<file path="src/rtl/fig8_sequencer_if.sv">
// Command/status bundle between the command logic (master) and the figure-8 sequencer (slave).
interface fig8_sequencer_if #(
   parameter int unsigned LAP_W = 4,
   parameter int unsigned TMO_W = 16
);
   logic             go;
   logic             stop_req;
   logic             pause;
   logic             init_ack;
   logic             song_ack;
   logic             seg_done;
   logic [LAP_W-1:0] laps;
   logic [TMO_W-1:0] seg_timeout;
   logic [2:0]       state;
   logic [1:0]       dir;
   logic [LAP_W-1:0] lap_cnt;
   logic             busy;
   logic             done;
   logic             fault;

   modport master (
      output go, stop_req, pause, init_ack, song_ack, seg_done, laps, seg_timeout,
      input  state, dir, lap_cnt, busy, done, fault
   );

   modport slave (
      input  go, stop_req, pause, init_ack, song_ack, seg_done, laps, seg_timeout,
      output state, dir, lap_cnt, busy, done, fault
   );
endinterface

</file>
<file path="src/rtl/fig8_sequencer.sv">
// Figure-8 drive sequencer: INIT/SONG startup, counted or continuous CW/CCW laps,
// pause/resume, abort and a per-segment watchdog that parks the robot in FAULT.
module fig8_sequencer #(
   parameter int unsigned LAP_W = 4,
   parameter int unsigned TMO_W = 16
) (
   input logic             clk,
   input logic             rst,
   fig8_sequencer_if.slave bus
);
   localparam logic [2:0] S_STOP  = 3'd0;
   localparam logic [2:0] S_CW    = 3'd1;
   localparam logic [2:0] S_CCW   = 3'd2;
   localparam logic [2:0] S_INIT  = 3'd3;
   localparam logic [2:0] S_SONG  = 3'd4;
   localparam logic [2:0] S_PAUSE = 3'd5;
   localparam logic [2:0] S_FAULT = 3'd6;

   localparam logic [1:0] DIR_STOP = 2'b00;
   localparam logic [1:0] DIR_CW   = 2'b01;
   localparam logic [1:0] DIR_CCW  = 2'b10;

   logic [2:0]       state_q, state_nxt;
   logic [2:0]       resume_q, resume_nxt;
   logic [LAP_W-1:0] lap_q, lap_nxt, lap_inc;
   logic [LAP_W-1:0] tgt_q, tgt_nxt;
   logic [TMO_W-1:0] wd_q, wd_nxt;
   logic [1:0]       dir_nxt;
   logic             busy_nxt, done_nxt, fault_nxt;
   logic             wd_expired;

   assign lap_inc    = lap_q + LAP_W'(1);
   assign wd_expired = (bus.seg_timeout != '0) && (wd_q == bus.seg_timeout);

   // Next state, counters and decoded outputs for the next cycle
   always_comb begin
      state_nxt  = state_q;
      resume_nxt = resume_q;
      lap_nxt    = lap_q;
      tgt_nxt    = tgt_q;
      done_nxt   = 1'b0;
      wd_nxt     = '0;
      dir_nxt    = DIR_STOP;

      if (bus.stop_req && (state_q != S_STOP)) begin
         state_nxt = S_STOP;
      end else begin
         case (state_q)
            S_STOP: begin
               if (bus.go) begin
                  state_nxt = S_INIT;
                  tgt_nxt   = bus.laps;
                  lap_nxt   = '0;
               end
            end
            S_INIT:  if (bus.init_ack) state_nxt = S_SONG;
            S_SONG:  if (bus.song_ack) state_nxt = S_CW;
            S_CW, S_CCW: begin
               if (bus.seg_done) begin
                  if (state_q == S_CW) begin
                     state_nxt = S_CCW;
                  end else begin
                     lap_nxt = lap_inc;
                     if ((tgt_q != '0) && (lap_inc == tgt_q)) begin
                        state_nxt = S_STOP;
                        done_nxt  = 1'b1;
                     end else begin
                        state_nxt = S_CW;
                     end
                  end
               end else if (wd_expired) begin
                  state_nxt = S_FAULT;
               end else if (bus.pause) begin
                  state_nxt  = S_PAUSE;
                  resume_nxt = state_q;
               end
            end
            S_PAUSE: if (!bus.pause) state_nxt = resume_q;
            S_FAULT: ;
            default: state_nxt = S_STOP;
         endcase
      end

      // Watchdog restarts on every segment entry, counts while the segment is held
      if (((state_nxt == S_CW) || (state_nxt == S_CCW)) && (state_nxt == state_q)) begin
         wd_nxt = wd_q + TMO_W'(1);
      end

      case (state_nxt)
         S_CW:    dir_nxt = DIR_CW;
         S_CCW:   dir_nxt = DIR_CCW;
         default: dir_nxt = DIR_STOP;
      endcase
      busy_nxt  = (state_nxt != S_STOP) && (state_nxt != S_FAULT);
      fault_nxt = (state_nxt == S_FAULT);
   end

   always_ff @(posedge clk or posedge rst) begin
      if (rst) begin
         state_q   <= S_STOP;
         resume_q  <= S_CW;
         lap_q     <= '0;
         tgt_q     <= '0;
         wd_q      <= '0;
         bus.dir   <= DIR_STOP;
         bus.busy  <= 1'b0;
         bus.done  <= 1'b0;
         bus.fault <= 1'b0;
      end else begin
         state_q   <= state_nxt;
         resume_q  <= resume_nxt;
         lap_q     <= lap_nxt;
         tgt_q     <= tgt_nxt;
         wd_q      <= wd_nxt;
         bus.dir   <= dir_nxt;
         bus.busy  <= busy_nxt;
         bus.done  <= done_nxt;
         bus.fault <= fault_nxt;
      end
   end

   assign bus.state   = state_q;
   assign bus.lap_cnt = lap_q;
endmodule

</file>
<file path="src/flat_wrapper.sv">
// flat-port wrapper written by rule: the top's interface ports become plain ports
module fig8_sequencer_flat 
#(
   parameter int unsigned LAP_W = 4,
   parameter int unsigned TMO_W = 16
)
  (clk, rst, bus_go, bus_stop_req, bus_pause, bus_init_ack, bus_song_ack, bus_seg_done, bus_laps, bus_seg_timeout, bus_state, bus_dir, bus_lap_cnt, bus_busy, bus_done, bus_fault);
  fig8_sequencer_if #(.LAP_W(LAP_W), .TMO_W(TMO_W)) bus_i ();
  input logic clk;
  input logic rst;
  input wire logic [$bits(bus_i.go)-1:0] bus_go;
  input wire logic [$bits(bus_i.stop_req)-1:0] bus_stop_req;
  input wire logic [$bits(bus_i.pause)-1:0] bus_pause;
  input wire logic [$bits(bus_i.init_ack)-1:0] bus_init_ack;
  input wire logic [$bits(bus_i.song_ack)-1:0] bus_song_ack;
  input wire logic [$bits(bus_i.seg_done)-1:0] bus_seg_done;
  input wire logic [$bits(bus_i.laps)-1:0] bus_laps;
  input wire logic [$bits(bus_i.seg_timeout)-1:0] bus_seg_timeout;
  output wire logic [$bits(bus_i.state)-1:0] bus_state;
  output wire logic [$bits(bus_i.dir)-1:0] bus_dir;
  output wire logic [$bits(bus_i.lap_cnt)-1:0] bus_lap_cnt;
  output wire logic [$bits(bus_i.busy)-1:0] bus_busy;
  output wire logic [$bits(bus_i.done)-1:0] bus_done;
  output wire logic [$bits(bus_i.fault)-1:0] bus_fault;
  assign bus_i.go = bus_go;
  assign bus_i.stop_req = bus_stop_req;
  assign bus_i.pause = bus_pause;
  assign bus_i.init_ack = bus_init_ack;
  assign bus_i.song_ack = bus_song_ack;
  assign bus_i.seg_done = bus_seg_done;
  assign bus_i.laps = bus_laps;
  assign bus_i.seg_timeout = bus_seg_timeout;
  assign bus_state = bus_i.state;
  assign bus_dir = bus_i.dir;
  assign bus_lap_cnt = bus_i.lap_cnt;
  assign bus_busy = bus_i.busy;
  assign bus_done = bus_i.done;
  assign bus_fault = bus_i.fault;
  fig8_sequencer #(.LAP_W(LAP_W), .TMO_W(TMO_W)) u_core (.clk(clk), .rst(rst), .bus(bus_i));
endmodule
</file>
<file path="config.mk">
export PLATFORM = sky130hd
export DESIGN_NAME = fig8_sequencer_flat
export DESIGN_NICKNAME = d
export VERILOG_FILES = /design/src/rtl/fig8_sequencer_if.sv /design/src/rtl/fig8_sequencer.sv /design/src/flat_wrapper.sv
export SDC_FILE = /design/constraint.sdc
export NUM_CORES = 1
export LEC_CHECK = 0
export CAP_MARGIN = 20
export CORE_MARGIN = 4
export CORE_UTILIZATION = 48
export CTS_CLUSTER_SIZE = 24
export DETAILED_ROUTE_END_ITERATION = 8
export HOLD_SLACK_MARGIN = 0.03
export MAX_ROUTING_LAYER = met4
export PLACE_DENSITY = 0.87
export SYNTH_ARGS = -nofsm -noshare
export SYNTH_HDL_FRONTEND = slang
export SYNTH_SLANG_ARGS = --single-unit
export TNS_END_PERCENT = 30
</file>
<file path="constraint.sdc">
create_clock -name clk -period 2.3 [get_ports clk]
set_input_delay 0.46 -clock clk [delete_from_list [all_inputs] [get_ports clk]]
set_output_delay 0.46 -clock clk [all_outputs]
set_load 0.1 [all_outputs]
</file>
* After elaboration in Yosys (flattened, before gate mapping)
Index checks and enable logic that the tools add are counted.
** Cells by class
- $add $sub $neg :: 2
- Equality and inequality tests :: 16
- Mux-type cells :: 22
- Bitwise gates (word level) :: 3
- Reduce and logical (&&, ||, !) cells :: 16
** Operators by type and width (count)
- 2-to-1 mux 3 bit :: 9
- one-hot mux 3 bit (6 select lines) :: 1
- adder 16 x 1 -> 16 bit, second input constant :: 1
- == test 16 bit :: 1
- 2-to-1 mux 16 bit :: 1
- nonzero test 16 bit :: 1
- == test 3 bit, second input constant :: 4
- 2-to-1 mux 4 bit :: 3
- == test 3 x 2 -> 1 bit, second input constant :: 3
- one-hot mux 4 bit (2 select lines) :: 1
- == test 3 x 1 -> 1 bit, second input constant :: 2
- 2-to-1 mux 1 bit :: 6
- inequality test 2 bit, second input constant :: 3
- nonzero test 3 bit :: 2
- logical AND 1 bit :: 5
- AND reduction 5 bit :: 1
- adder 4 x 1 -> 4 bit, second input constant :: 1
- == test 4 bit :: 1
- one-hot mux 2 bit (2 select lines) :: 1
- AND reduction 4 bit :: 1
- nonzero test 4 bit :: 1
- == test 3 bit :: 1
- zero test 3 bit :: 1
- inequality test 3 bit, second input constant :: 1
- 5 further kinds :: 7
** Word-level totals
- Flip-flop bits (word level) :: 35
- Input bits :: 28
- Output and inout port bits :: 12
- Logic and storage cells :: 68

* Depth between registers and ports, before layout
- Depth after elaboration :: 12
- Gate-level depth with buffers :: 11
- Mapped depth without buffers :: 8

* Worst setup path after synthesis
No wires, ideal clock.
- Path type :: register -> register
- Start point :: reg u_core.lap_q[0], in the netlist u_core.bus.lap_cnt[0]
- End point :: reg u_core.wd_q[6]
- Library setup time :: 0.080 ns
- Arrival time :: 2.864 ns
- Data required time :: 2.220 ns
- Slack :: -0.644 ns
- Stages on the path, launching flop included :: 10
- Path buffers :: 1
- Clock period less this slack :: 2.944 ns
- Cells stage by stage :: dfrtp_1 -> ha_1 -> xnor2_1 -> xnor2_1 -> nor3_1 -> a2111oi_4 -> o31ai_2 -> a211o_4 -> buf_6 -> nor3_4
** Between the ends
- Longest elaborated chain between the ends :: 12
- Elaborated cells between the ends (all ways) :: 14
- Classes of those cells :: 1 x add/sub; 4 x eq/ne; 6 x mux; 3 x reduce/logical
** RTL lines
- start, declared :: line fig8_sequencer.sv:25 : logic [LAP_W-1:0] lap_q, lap_nxt, lap_inc;
- start signal, assigned :: line fig8_sequencer.sv:112 : lap_q <= lap_nxt;
- adder 4 x 1 -> 4 bit * :: line fig8_sequencer.sv:32 : assign lap_inc = lap_q + LAP_W'(1);
- == test 4 bit * :: line fig8_sequencer.sv:64 : if ((tgt_q != '0) && (lap_inc == tgt_q)) begin
- logical AND 1 bit * :: line fig8_sequencer.sv:64
- 2-to-1 mux 1 bit * :: line fig8_sequencer.sv:64
- 2-to-1 mux 3 bit * :: line fig8_sequencer.sv:60 : if (state_q == S_CW) begin
- 2-to-1 mux 3 bit * :: line fig8_sequencer.sv:59 : if (bus.seg_done) begin
- one-hot mux 3 bit (6 select lines) * :: line fig8_sequencer.sv:48 : case (state_q)
- 2-to-1 mux 3 bit * :: line fig8_sequencer.sv:45 : if (bus.stop_req && (state_q != S_STOP)) begin
- == test 3 x 1 -> 1 bit or == test 3 x 2 -> 1 bit (tied branches) :: line fig8_sequencer.sv:85 : if (((state_nxt == S_CW) || (state_nxt == S_CCW)) && (state_nxt == state_q)) begin
- logical OR 1 bit :: line fig8_sequencer.sv:85
- logical AND 1 bit * :: line fig8_sequencer.sv:85
- 2-to-1 mux 16 bit * :: line fig8_sequencer.sv:85
- named net u_core.wd_nxt[6] :: line fig8_sequencer.sv:27 : logic [TMO_W-1:0] wd_q, wd_nxt;
- end signal, assigned :: line fig8_sequencer.sv:114 : wd_q <= wd_nxt;
- end, declared :: line fig8_sequencer.sv:27
Mark *: on every way through the listed nets, which the timed path passes. The rest lies on a longest branch.
A chain may end at the register's enable or synchronous reset.

* Worst setup path in the final report
- Start point :: reg u_core.state_q[2], in the netlist u_core.bus.state[2]
- End point :: reg u_core.wd_q[11]
** Between the ends
- Longest elaborated chain between the ends :: 9
- Elaborated cells between the ends (all ways) :: 26
- Classes of those cells :: 9 x eq/ne; 11 x mux; 6 x reduce/logical
** RTL lines
- start, declared :: line fig8_sequencer.sv:23 : logic [2:0] state_q, state_nxt;
- start signal, assigned :: line fig8_sequencer.sv:110 : state_q <= state_nxt;
- 2-to-1 mux 3 bit :: line fig8_sequencer.sv:73 : end else if (bus.pause) begin
- 2-to-1 mux 3 bit :: line fig8_sequencer.sv:71 : end else if (wd_expired) begin
- 2-to-1 mux 3 bit :: line fig8_sequencer.sv:59
- one-hot mux 3 bit (6 select lines) :: line fig8_sequencer.sv:48
- 2-to-1 mux 3 bit * :: line fig8_sequencer.sv:45
- named net u_core.state_nxt[2] :: line fig8_sequencer.sv:23
- == test 3 x 1 -> 1 bit or == test 3 x 2 -> 1 bit (tied branches) :: line fig8_sequencer.sv:85
- logical OR 1 bit :: line fig8_sequencer.sv:85
- logical AND 1 bit * :: line fig8_sequencer.sv:85
- 2-to-1 mux 16 bit * :: line fig8_sequencer.sv:85
- named net u_core.wd_nxt[11] :: line fig8_sequencer.sv:27
Marks and branches as above.

==> results.txt <==
DR WL/cell: 16.8 um
Area growth syn-to-layout: 46.9%
layout cells sized above 1: 39.8%
Max-Cap Viols: 0
die height: 76.2 um
RSZ-0062 raised after global routing: yes
worst min path class: reg -> reg
VDD IR-drop max: 0.000599 V
reg2reg path depth: 10
largest net degree at the start of global routing: 36
clock skew: 0.00659 ns
top cells by area, synth: dfrtp_1 (38%), xor2_1 (9.4%), xnor2_1 (5.5%)
synth cell count leaders: dfrtp_1 (34), nand2_1 (30), xor2_1 (24), xnor2_1 (14), nor2_1 (11)
status: complete, but fails checks
post-synthesis cell type count: 45
Seq cells post-synth: 35
clock period minus worst slack: 2.37 ns
placed wire-length estimate: 4040 um
CP startpoint kind: flip-flop
final hold violation count: 0
CP max stage delay: 0.50 ns
nets: 343
Vias: 2074
hold buffer count at CTS: 0
initial antenna violation count: 0
switching pwr: 1.86 mW
P_leak: 1.45 nW
hold wc startpoint: u_core.resume_q[2]
Die X: 76.2 um
sw frac: 47.8%
Final Cycle Share: 103%
drt via density: 5.67
CP endpoint kind: flip-flop
Setup WS post-layout: -0.0697 ns
Clk Latency, worst-skew pair: 0.30 ns
sequential area share after synthesis: 39.3%
Internal Power: 2.03 mW
Ports: 40
CORE AREA: 0.00441 sq mm
initial core utilization: 50.5%
CTS tree: done
row count: 24
Clock power frac: 15.2%
asr flop ratio synth: 100%
Crit path top cell by count: buf_4
htree depth: 2
CP Max Fanout: 10
Port Buffers: 39
Max Freq: 0.422 GHz
count leader, synth: dfrtp_1
vias in the first global route: 2221
Pre-antenna DRT Iters: 4
routability congestion estimate: 0.885
first-pass GRT wire length: 10100 um
Die ar.: 0.00580 sq mm
gr usage total: 22.2%
Max Buffers Root-to-Sink: 2
Critical path origin: u_core.bus.state[2]
1st-iter DRT viols: 96
critical-path cell list: buf_4 -> o21ai_0 -> o21a_1 -> nand2_1 -> o31ai_2 -> buf_4 -> nor2_4 -> a21oi_4 -> buf_12 -> nor3_2
area leader, netlist: dfrtp_1
# DRC: 0
Reg-to-Reg Start: u_core.bus.state[2]
Syn Nets: 257
Ys Warns: 0
Sink Count: 35
n_diodes: 0
TritonCTS Buffers: 5
Worst-path clk slew: 0.08 ns
mapped cell area: 0.00223 sq mm
Post-synth EDFFs: 0
max-slew violations: 0
Max-slew headroom: 56.6%
final WL: 6130 um
failing checks: setup timing
GRT overflow: 0
ANT nets after route: 0
Worst path slowest cell: dfrtp_4
Seq pwr share: 22.0%
Critical Path AT: 2.56 ns
Power Dens Cells: 1190 mW/mm^2
Synth Instances: 227
Post-Layout Cell Count: 366
top_reg_cell synth: dfrtp_1
CP Class: reg -> reg
syn avg cell area: 9.83 sq um
Synth top area share: 38.1%
placed insts: 350
worst-margin pin slew: 0.649 ns
final setup fails: 16
Worst EP required: 2.49 ns
Root Driver: clkbuf_8
Combinational Power Share: 62.8%
Final Util: 74.3%
hold path depth: 1
worst paths after layout:
kind,slack (ns),end
worst max register to register,-0.07,u_core.wd_q[11]
max in group asynchronous,1.38,u_core.bus.state[1]
min in group asynchronous,0.57,u_core.tgt_q[2]
worst min register to register,0.50,u_core.resume_q[2]
worst max-delay path,-0.07,u_core.wd_q[11]
worst min-delay path,0.50,u_core.resume_q[2]
power groups by stage:
| stage | combinational [mW] | clock (mW) | sequential [mW] |
|---|---|---|---|
| after detailed placement | 1.92 | 0 | 0.861 |
| after floorplan | 1.08 | 0 | 1.23 |
| final | 2.45 | 0.593 | 0.855 |
| after CTS | 2.35 | 0.594 | 0.849 |
| after global routing | 2.57 | 0.620 | 0.871 |
| after global placement | 1.88 | 0 | 0.856 |
final cells by class:
class,count,area [sq um]
Multi-Input combinational cell,179,1440
Tap cell,52,65.1
Timing Repair Buffer,86,736
Clock buffer,5,68.8
Clock inverter,3,47.5
Sequential cell,35,901
Inverter,6,22.5
Fill cell,311,1140
stage by stage:
step / TNS [ns] / hold WS (ns) / power (mW) / cell area, sq um / worst slack [ns]
floorplan: -2.67 / 0.459 / 2.31 / 2270 / -0.230
global placement: -10.59 / 0.479 / 2.74 / 2930 / -0.610
detailed placement: -13.49 / 0.488 / 2.78 / 2930 / -0.781
CTS: -0.369 / 0.504 / 3.79 / 3230 / -0.0786
global route: -2.28 / 0.539 / 4.06 / 3280 / -0.203
finish: -0.991 / 0.502 / 3.89 / 3280 / -0.0697
per-layer routing:
metal | global-route usage, % | wire length, um
met5 | - | 0
met4 | 13.3 | 276
met2 | 38.4 | 3170
met3 | 4.85 | 318
met1 | 22.8 | 2360
worst max-delay path, delay by kind of cell, from the launching register on:
family	cells	cell delay, ns
buf+inv	3	0.56
simple gates	3	0.22
flops	1	0.50
compound gates	4	0.96
logic make-up (layout without fill, tap and decap cells):
family | count (synthesis) | after routing | synth area share, %
DFF | 35 | 35 | 39.3
and+or+nand+nor | 104 | 104 | 27.0
AOI/OAI and AO/OA | 30 | 31 | 11.6
adders and majority gates | 2 | 2 | 1.12
muxes | 4 | 4 | 2.19
buffers and inverters | 14 | 100 | 3.87
xor gates and xnor gates | 38 | 38 | 14.9
sequential cells by signal (all words and copies together), names as in the netlist:
name	cells
u_core.wd_q	16
u_core.bus.lap_cnt	4
u_core.tgt_q	4
u_core.bus.state	3
u_core.resume_q	3
u_core.bus.dir	2
u_core.bus.busy	1
u_core.bus.done	1
u_core.bus.fault	1
what timing repair did:
action / CTS / global route
gates resized for setup: 39 / 10
endpoints found under the setup margin: 17 / 19
setup buffers: 6 / 0
cloned: 2 / 0
pin swaps: 25 / 8
cells in the final DEF, fill, tap and decap left out, drive strengths merged, types with 3 or more instances in the layout:
cell type	count
nand3b	3
a21oi	5
mux2	4
dlygate4sd2	18
and2	3
clkdlybuf4s50	7
inv	7
and3	7
or3b	3
nor2	11
nand3	7
clkbuf	5
xor2	24
nor3b	3
dfrtp	34
buf	59
o21ai	9
nor3	21
o31ai	4
nor4	10
xnor2	14
nand2	30
(Power assumes the default switching activity.)
